--- src/rtl/button_tx_arbiter.sv ---
// button_tx_arbiter: shares one UART transmitter between NUM_BTNS push-button
// channels. Single-cycle press pulses latch pending requests. A round-robin
// arbiter grants one request at a time and sends BYTE_BASE+index through a
// one-cycle start strobe, sequenced on the transmitter's busy flag.
//
// Optional build macro BTN_TX_CRLF_EN: each button byte is followed by
// CR (0x0D) and LF (0x0A) before the arbiter returns to IDLE.
module button_tx_arbiter #(
  parameter int unsigned            NUM_BTNS     = 4,
  parameter int unsigned            DATA_WIDTH   = 8,
  parameter logic [DATA_WIDTH-1:0]  BYTE_BASE    = 8'h41,
  parameter int unsigned            BUSY_TIMEOUT = 15
) (
  input  logic                  i_clk,
  input  logic                  i_rst_n,
  input  logic [NUM_BTNS-1:0]   i_btn_pulse,
  input  logic                  i_tx_busy,
  output logic [DATA_WIDTH-1:0] o_tx_data,
  output logic                  o_tx_valid,
  output logic [NUM_BTNS-1:0]   o_pending,
  output logic                  o_drop,
  output logic                  o_timeout
);

  localparam int unsigned PTR_W = $clog2(NUM_BTNS);
  localparam int unsigned TMR_W = $clog2(BUSY_TIMEOUT + 1);
  // Timer value seen on the edge that declares a timeout, so that the pulse
  // appears BUSY_TIMEOUT cycles after the strobe.
  localparam logic [TMR_W-1:0] TMR_LAST = TMR_W'(BUSY_TIMEOUT - 1);

  typedef enum logic [1:0] {
    IDLE,
    ISSUE,
    WAIT_BUSY,
    WAIT_DONE
  } state_t;

`ifdef BTN_TX_CRLF_EN
  localparam logic [DATA_WIDTH-1:0] CR_BYTE = DATA_WIDTH'(8'h0D);
  localparam logic [DATA_WIDTH-1:0] LF_BYTE = DATA_WIDTH'(8'h0A);

  typedef enum logic [1:0] {
    SEL_BTN,
    SEL_CR,
    SEL_LF
  } byte_sel_t;

  byte_sel_t byte_sel;
`endif

  state_t                state;
  logic [PTR_W-1:0]      rr_ptr;
  logic [PTR_W-1:0]      grant_q;
  logic [TMR_W-1:0]      timer;
  logic [NUM_BTNS-1:0]   pending;

  logic                  grant_found;
  logic [PTR_W-1:0]      grant_idx;
  logic [DATA_WIDTH-1:0] btn_byte;
  logic                  issue_btn;
  logic [NUM_BTNS-1:0]   clr_mask;

  assign o_pending = pending;

  // Round-robin search: first pending channel after rr_ptr, wrapping around.
  always_comb begin
    logic [PTR_W-1:0] cand;
    cand        = '0;
    grant_found = 1'b0;
    grant_idx   = rr_ptr;
    for (int unsigned i = 1; i <= NUM_BTNS; i++) begin
      cand = PTR_W'((32'(rr_ptr) + i) % NUM_BTNS);
      if (!grant_found && pending[cand]) begin
        grant_found = 1'b1;
        grant_idx   = cand;
      end
    end
  end

  // Byte for the candidate grant; the sum wraps at DATA_WIDTH bits.
  always_comb begin
    btn_byte = BYTE_BASE + DATA_WIDTH'(grant_idx);
  end

  // Pending bit of the granted channel is consumed when its own byte issues
  // (not when a trailing CR/LF issues).
  always_comb begin
`ifdef BTN_TX_CRLF_EN
    issue_btn = (byte_sel == SEL_BTN);
`else
    issue_btn = 1'b1;
`endif
    clr_mask = '0;
    if (state == ISSUE && issue_btn) begin
      clr_mask[grant_q] = 1'b1;
    end
  end

  // Request latching, arbitration FSM and all registered outputs.
  always_ff @(posedge i_clk or negedge i_rst_n) begin
    if (!i_rst_n) begin
      state      <= IDLE;
      rr_ptr     <= PTR_W'(NUM_BTNS - 1);
      grant_q    <= '0;
      timer      <= '0;
      pending    <= '0;
      o_tx_data  <= '0;
      o_tx_valid <= 1'b0;
      o_drop     <= 1'b0;
      o_timeout  <= 1'b0;
`ifdef BTN_TX_CRLF_EN
      byte_sel   <= SEL_BTN;
`endif
    end else begin
      o_tx_valid <= 1'b0;
      o_timeout  <= 1'b0;
      // A press landing on the very cycle its bit is consumed is a fresh
      // request, so the clear is applied before the new pulse is OR-ed in.
      pending    <= (pending & ~clr_mask) | i_btn_pulse;
      o_drop     <= |(i_btn_pulse & pending & ~clr_mask);

      case (state)
        IDLE: begin
          if (grant_found && !i_tx_busy) begin
            grant_q   <= grant_idx;
            rr_ptr    <= grant_idx;
            o_tx_data <= btn_byte;
`ifdef BTN_TX_CRLF_EN
            byte_sel  <= SEL_BTN;
`endif
            state     <= ISSUE;
          end
        end

        ISSUE: begin
          o_tx_valid <= 1'b1;
          timer      <= '0;
          state      <= WAIT_BUSY;
        end

        WAIT_BUSY: begin
          if (i_tx_busy) begin
            timer <= '0;
            state <= WAIT_DONE;
          end else if (timer == TMR_LAST) begin
            o_timeout <= 1'b1;
            timer     <= '0;
`ifdef BTN_TX_CRLF_EN
            byte_sel  <= SEL_BTN;
`endif
            state     <= IDLE;
          end else begin
            timer <= timer + 1'b1;
          end
        end

        WAIT_DONE: begin
          if (!i_tx_busy) begin
`ifdef BTN_TX_CRLF_EN
            case (byte_sel)
              SEL_BTN: begin
                o_tx_data <= CR_BYTE;
                byte_sel  <= SEL_CR;
                state     <= ISSUE;
              end
              SEL_CR: begin
                o_tx_data <= LF_BYTE;
                byte_sel  <= SEL_LF;
                state     <= ISSUE;
              end
              default: begin
                byte_sel <= SEL_BTN;
                state    <= IDLE;
              end
            endcase
`else
            state <= IDLE;
`endif
          end
        end

        default: state <= IDLE;
      endcase
    end
  end

endmodule

--- config.mk ---
export PLATFORM = sky130hd
export DESIGN_NAME = button_tx_arbiter
export DESIGN_NICKNAME = d
export VERILOG_FILES = /design/src/rtl/button_tx_arbiter.sv
export SDC_FILE = /design/constraint.sdc
export NUM_CORES = 1
export LEC_CHECK = 0
export ABC_AREA = 1
export CORE_MARGIN = 2
export CORE_UTILIZATION = 45
export DETAILED_ROUTE_END_ITERATION = 12
export GPL_TIMING_DRIVEN = 0
export PLACE_DENSITY_LB_ADDON = 0.05
export SLEW_MARGIN = 40
export SYNTH_ARGS = -nofsm -noshare
export SYNTH_HDL_FRONTEND = slang
export SYNTH_SLANG_ARGS = --single-unit
--- constraint.sdc ---
create_clock -name i_clk -period 2.4 [get_ports i_clk]
set_clock_uncertainty 0.05 [all_clocks]
set_input_delay 0.48 -clock i_clk [delete_from_list [all_inputs] [get_ports i_clk]]
set_output_delay 0.48 -clock i_clk [all_outputs]
set_load 0.05 [all_outputs]
# --- Word-level counts from Yosys, hierarchy flattened ---
# Cells that the tools add are included.
classes:
  addsub: 6
  n_lt_le_gt_ge: 6
  eq_ne: 7
  n_mux: 31
  bitwise_logic: 5
  n_reduce_logical: 14
ops:
  columns: ["op", "count"]
  rows:
  - ["2-to-1 mux 2 bit", 8]
  - ["less-than comparator 2 x 3 -> 1 bit (second input constant)", 5]
  - ["2-to-1 mux 1 bit", 13]
  - ["bitwise AND 4 bit", 3]
  - ["2-to-1 mux 4 bit", 3]
  - ["adder 7 x 2 -> 8 bit (first input constant)", 1]
  - ["binary-select mux 1 bit (select 2 bit)", 4]
  - ["case mux 2 bit (4 select lines)", 1]
  - ["case mux 4 bit (2 select lines)", 1]
  - ["logical AND 1 bit", 5]
  - ["adder 2 x 1 -> 2 bit (second input constant)", 2]
  - ["adder 2 bit (second input constant)", 2]
  - ["adder 4 x 1 -> 4 bit (second input constant)", 1]
  - ["== test 2 bit (second input constant)", 2]
  - ["== test 4 bit (second input constant)", 1]
  - ["logical NOT 1 bit", 4]
  - ["!= test 2 bit (second input constant)", 2]
  - ["inverter 4 bit", 1]
  - ["OR 4 bit", 1]
  - ["OR reduction 4 bit", 1]
  - ["!= test 3 bit (second input constant)", 1]
  - ["AND reduction 3 bit", 1]
  - ["demux 1 bit (select 2 bit)", 1]
  - ["== test 2 x 1 -> 1 bit (second input constant)", 1]
  - ["4 further kinds", 4]
totals:
  regBits: 25
  in_bits: 7
  elab_cells: 78

# --- Depth between registers and ports, before layout ---
depth:
  ltp_word: 16
  ltp_mapped: 15

# --- Least setup slack after synthesis ---
# No wires, ideal clock.
synth_timing:
  path_kind: "flip-flop to flip-flop"
  from: "register pending[0] (netlist: o_pending[0])"
  to: "register o_tx_data[1]"
  setup_ns: 0.118
  arrival_time_ns: 1.744
  required_ns: 2.232
  slack_ns: 0.488
  path_stages_with_launch: 13
  synth_period_minus_slack_ns: 1.912
  path_cell_list: "dfrtp_1 -> nand2_1 -> nand2_2 -> inv_1 -> o21ai_0 -> nand2_1 -> inv_1 -> nand2_1 -> nand2_1 -> inv_1 -> ha_1 -> nand2_1 -> nand2_1"
synth_between:
  elab_cells_between_ends: 25
  classes_between: "add/sub (1); mux (16); reduce/logical (8)"
synth_rtl:
  columns: ["item", "line", "text"]
  rows:
  - ["from (decl)", "55", "logic [NUM_BTNS-1:0] pending;"]
  - ["from (signal assigned)", "119", "pending <= (pending & ~clr_mask) | i_btn_pulse;"]
  - ["binary-select mux 1 bit (select 2 bit)", "73", "if (!grant_found && pending[cand]) begin"]
  - ["2-to-1 mux 1 bit (not written as such)", "73", null]
  - ["2-to-1 mux 1 bit", "73", null]
  - ["logical NOT 1 bit", "73", null]
  - ["logical AND 1 bit", "73", null]
  - ["2-to-1 mux 1 bit", "73", null]
  - ["logical NOT 1 bit", "73", null]
  - ["logical AND 1 bit", "73", null]
  - ["2-to-1 mux 1 bit", "73", null]
  - ["logical NOT 1 bit", "73", null]
  - ["logical AND 1 bit", "73", null]
  - ["2-to-1 mux 2 bit *", "73", null]
  - ["net grant_idx[0]", "58", "logic [PTR_W-1:0] grant_idx;"]
  - ["adder 7 x 2 -> 8 bit *", "82", "btn_byte = BYTE_BASE + DATA_WIDTH'(grant_idx);"]
  - ["net btn_byte[1]", "59", "logic [DATA_WIDTH-1:0] btn_byte;"]
  - ["to (signal assigned)", "127", "o_tx_data <= btn_byte;"]
  - ["to (decl)", "18", "output logic [DATA_WIDTH-1:0] o_tx_data,"]
# Mark *: on every way through the listed nets, which the timed path passes. The rest lies on a longest branch. The select of a mux whose other input is x is not followed.
# A chain may end at the register's enable or synchronous reset.

# --- Worst setup path after layout ---
layout_timing:
  from: "register pending[0] (netlist: o_pending[0])"
  to: "output o_pending[0]"
layout_rtl:
  columns: ["item", "line", "text"]
  rows:
  - ["to (decl)", "20", "output logic [NUM_BTNS-1:0] o_pending,"]
# No word-level cell between the ends.

==> impl_metrics.toml <==
[status]
outcome = "finished, final reports clean"

[floorplanning]
io_pins = 22
fp.dieH_um = 58.0
row_count = 19
initial_utilization = 0.475
core-area_um2 = 2760
die_area_um2 = 3360
die_w_um = 58.0

[yosys]
synthSimpleGateAreaFrac = 0.332
syn_avg_cell_area_um2 = 7.84
ys.flop_type = "dfrtp_1"
synthXorXnorAreaFrac = 0.0134
synthMuxAreaShare = 0
synth.distinct_cells = 31
synth_cells = 167
synth-seq-area-share = 0.403
synth_top_area_share = 0.363
yosysWarnings = 0
synth_top_family_by_area = "simple AND/OR/NAND/NOR gates"
synth_area_um2 = 1310
synth_top_area_cell = "dfrtp_1"
ys_ff_latch = 21
synth_edf_count = 0
synth_compound_area_frac = 0.0649
async_reset_ff_frac = 1.00
synth.area.top_cells = "dfrtp_1 (36%), nand2_1 (16%), ha_1 (7.6%)"
yosys.area_share.adder = 0.0764

[worst_setup_path]
critPathTopFamily = "buffers and inverters"
path_cells = "clkdlybuf4s50_1"
start_kind = "flip-flop"
cp_max_fo = 5
critical-path-max-stage-delay_ns = 0.83
critPathBufInv = 1
rrSetupSlack_ns = 0.37
r2r_cells = 15
worstReg2RegStart = "rr_ptr[0]"
critPathCaptureType = "output pin"
cp.required_ns = 1.87
critical_path_arrival_ns = 1.55
timing.rr.end = "o_tx_data[1]"
cp_slowest_cell = "clkdlybuf4s50_1"
path_class = "flip-flop to output pin"

[clocking]
cts-root-buf = "clkbuf_4"
clk_pin_slew_worst_paths_ns = 0.12
hold_buffers = 0
cts_tree = "yes"
cts_max_level = 1
worstSkewPairLatency_ns = 0.30
clock_sinks = 21
cts_resized = 0
cts_setup_buffers = 0
cts.path.max_buffers = 2
cts_inserted_buffers = 3

[hold_path]
hold_class = "input port to async pin"

[route]
vias = 1076
drt_iter0_drc = 13
finalWirelength_mm = 2.35
routed_via_density = 4.85
drc = 0
ant_nets = 0
firstDrtPassIters = 4
wl_per_cell_um = 10.6

[sta]
max_freq_mhz = 482
timing.final.crit_period_ns = 2.08
final.setup.tns_ns = 0
setup_viol = 0
drv_slew = 0
slew_headroom = 0.662
tightest_slew_ns = 0.505
holdWs_ns = 0.0655
hold_viol = 0
layout_setup_ws_ns = 0.323
rsz0062_at_grt = "no"
fin_crit_sh = 0.865

[finish]
final_cell_mix = "nand2_1 (55), inv_1 (22), dfrtp_1 (19)"
antenna_cells = 0
seq_area_um2 = 528
final_common_cell = "nand2_1"
areaGrowthSynthToFinish_pct = 18.4
nets = 207
drive_gt1_frac = 0.152
num-fill-cells = 280
multi_input_area_um2 = 653

[power_and_ir_drop]
vdd_drop_max_v = 0.00108
leakagePower_nw = 0.845
power_density_nw_per_um2 = 1310

[global_route]
grt_usage = 0.158
grt_antenna_before_repair = 0
grt_max_degree = 22
grt_pass1_vias = 1043
grt_pass1_wl_mm = 4.20
grt.overflow.total = 0

[placement]
gp_congestion = 0.871
portBuffers = 17
pre_cts_ws_ns = 0.362
dpl.hpwl_mm = 1.89

[flow_run]
drv_cap = 0
==> worst reg2reg max path: stages (launching register included) <==
cell,delay [ns]
dfstp_2,0.54
buf_6,0.14
inv_4,0.06
nand2_1,0.09
nand2_4,0.06
nand2_2,0.08
nand2_4,0.06
nor2_4,0.09
nand2_1,0.09
inv_1,0.08
nand2_1,0.05
nand2_1,0.11
inv_1,0.06
ha_1,0.26
nand2_1,0.07
nand2_1,0.04
==> cell usage after synthesis (2+ instances only) <==
library cell / number
dfrtp_1: 19
nand2_1: 55
dfstp_2: 2
nand2_4: 3
inv_1: 22
o21ai_0: 5
o21ai_1: 3
nand2_2: 7
inv_4: 2
nand3_1: 15
buf_4: 4
nor2_1: 3
a21oi_1: 2
ha_1: 8
==> per-layer routing <==
layer,part of all wire,routed length (µm),GRT usage,vias up
li1,-,-,-,561
met1,0.45,1050,0.189,507
met2,0.53,1240,0.292,6
met3,0.017,39,0.0201,2
met4,0.0081,19,0.0498,0
met5,0,0,0,-
==> worst max path at each step <==
| stage | start | endpoint | slack [ns] | cells after the start |
|---|---|---|---|---|
| after floorplan | o_pending[0] | o_tx_data[1] | 0.49 | 12 |
| after global placement | rr_ptr[0] | o_tx_data[1] | 0.40 | 15 |
| after detailed placement | rr_ptr[0] | o_tx_data[1] | 0.36 | 15 |
| after CTS | o_pending[0] | o_pending[0] | 0.31 | 1 |
| after global routing | rr_ptr[0] | o_tx_data[1] | 0.14 | 15 |
| final | o_pending[0] | o_pending[0] | 0.32 | 1 |
==> sequential cells by signal (all words and copies together), names as in the netlist <==
| register | count |
|---|---|
| o_pending | 4 |
| rr_ptr | 2 |
| o_tx_data | 4 |
| grant_q | 2 |
| state | 2 |
| timer | 4 |
| o_tx_valid | 1 |
| o_drop | 1 |
| o_timeout | 1 |
==> final cells by class <==
cell class	instances	share of cell area
well taps	31	0.0250
plain buffers	5	0.0266
inverters	25	0.0637
flip-flops and latches	21	0.340
multi-input cells	119	0.421
repair buffers	17	0.106
clock buffers	4	0.0169
==> power by group <==
part	leakage (nW)	switching (mW)	internal (mW)
Sequential	0.246	0.0926	0.476
Combinational	0.584	0.848	0.447
Clock	0.0150	0.101	0.0646
Total	0.845	1.04	0.987
==> stage by stage <==
step / area (µm²) / instances / total power [mW] / utilization
final: 1550 / 222 / 2.03 / 0.563
after global routing: 1550 / 222 / 2.25 / 0.563
after CTS: 1550 / 222 / 2.06 / 0.563
after detailed placement: 1530 / 218 / 1.88 / 0.553
after global placement: 1530 / 218 / 1.84 / 0.555
after floorplan: 1320 / 170 / 1.59 / -
==> cell families (layout without fill, tap and decap cells) <==
group,count (synthesis),after routing
AO/OA/AOI/OAI,15,15
AND/OR/NAND/NOR,90,90
other,1,4
buffers and inverters,30,51
flip-flops,21,21
XOR/XNOR,2,2
adder cells (fa/ha/maj),8,8
(Power assumes the default switching activity.)
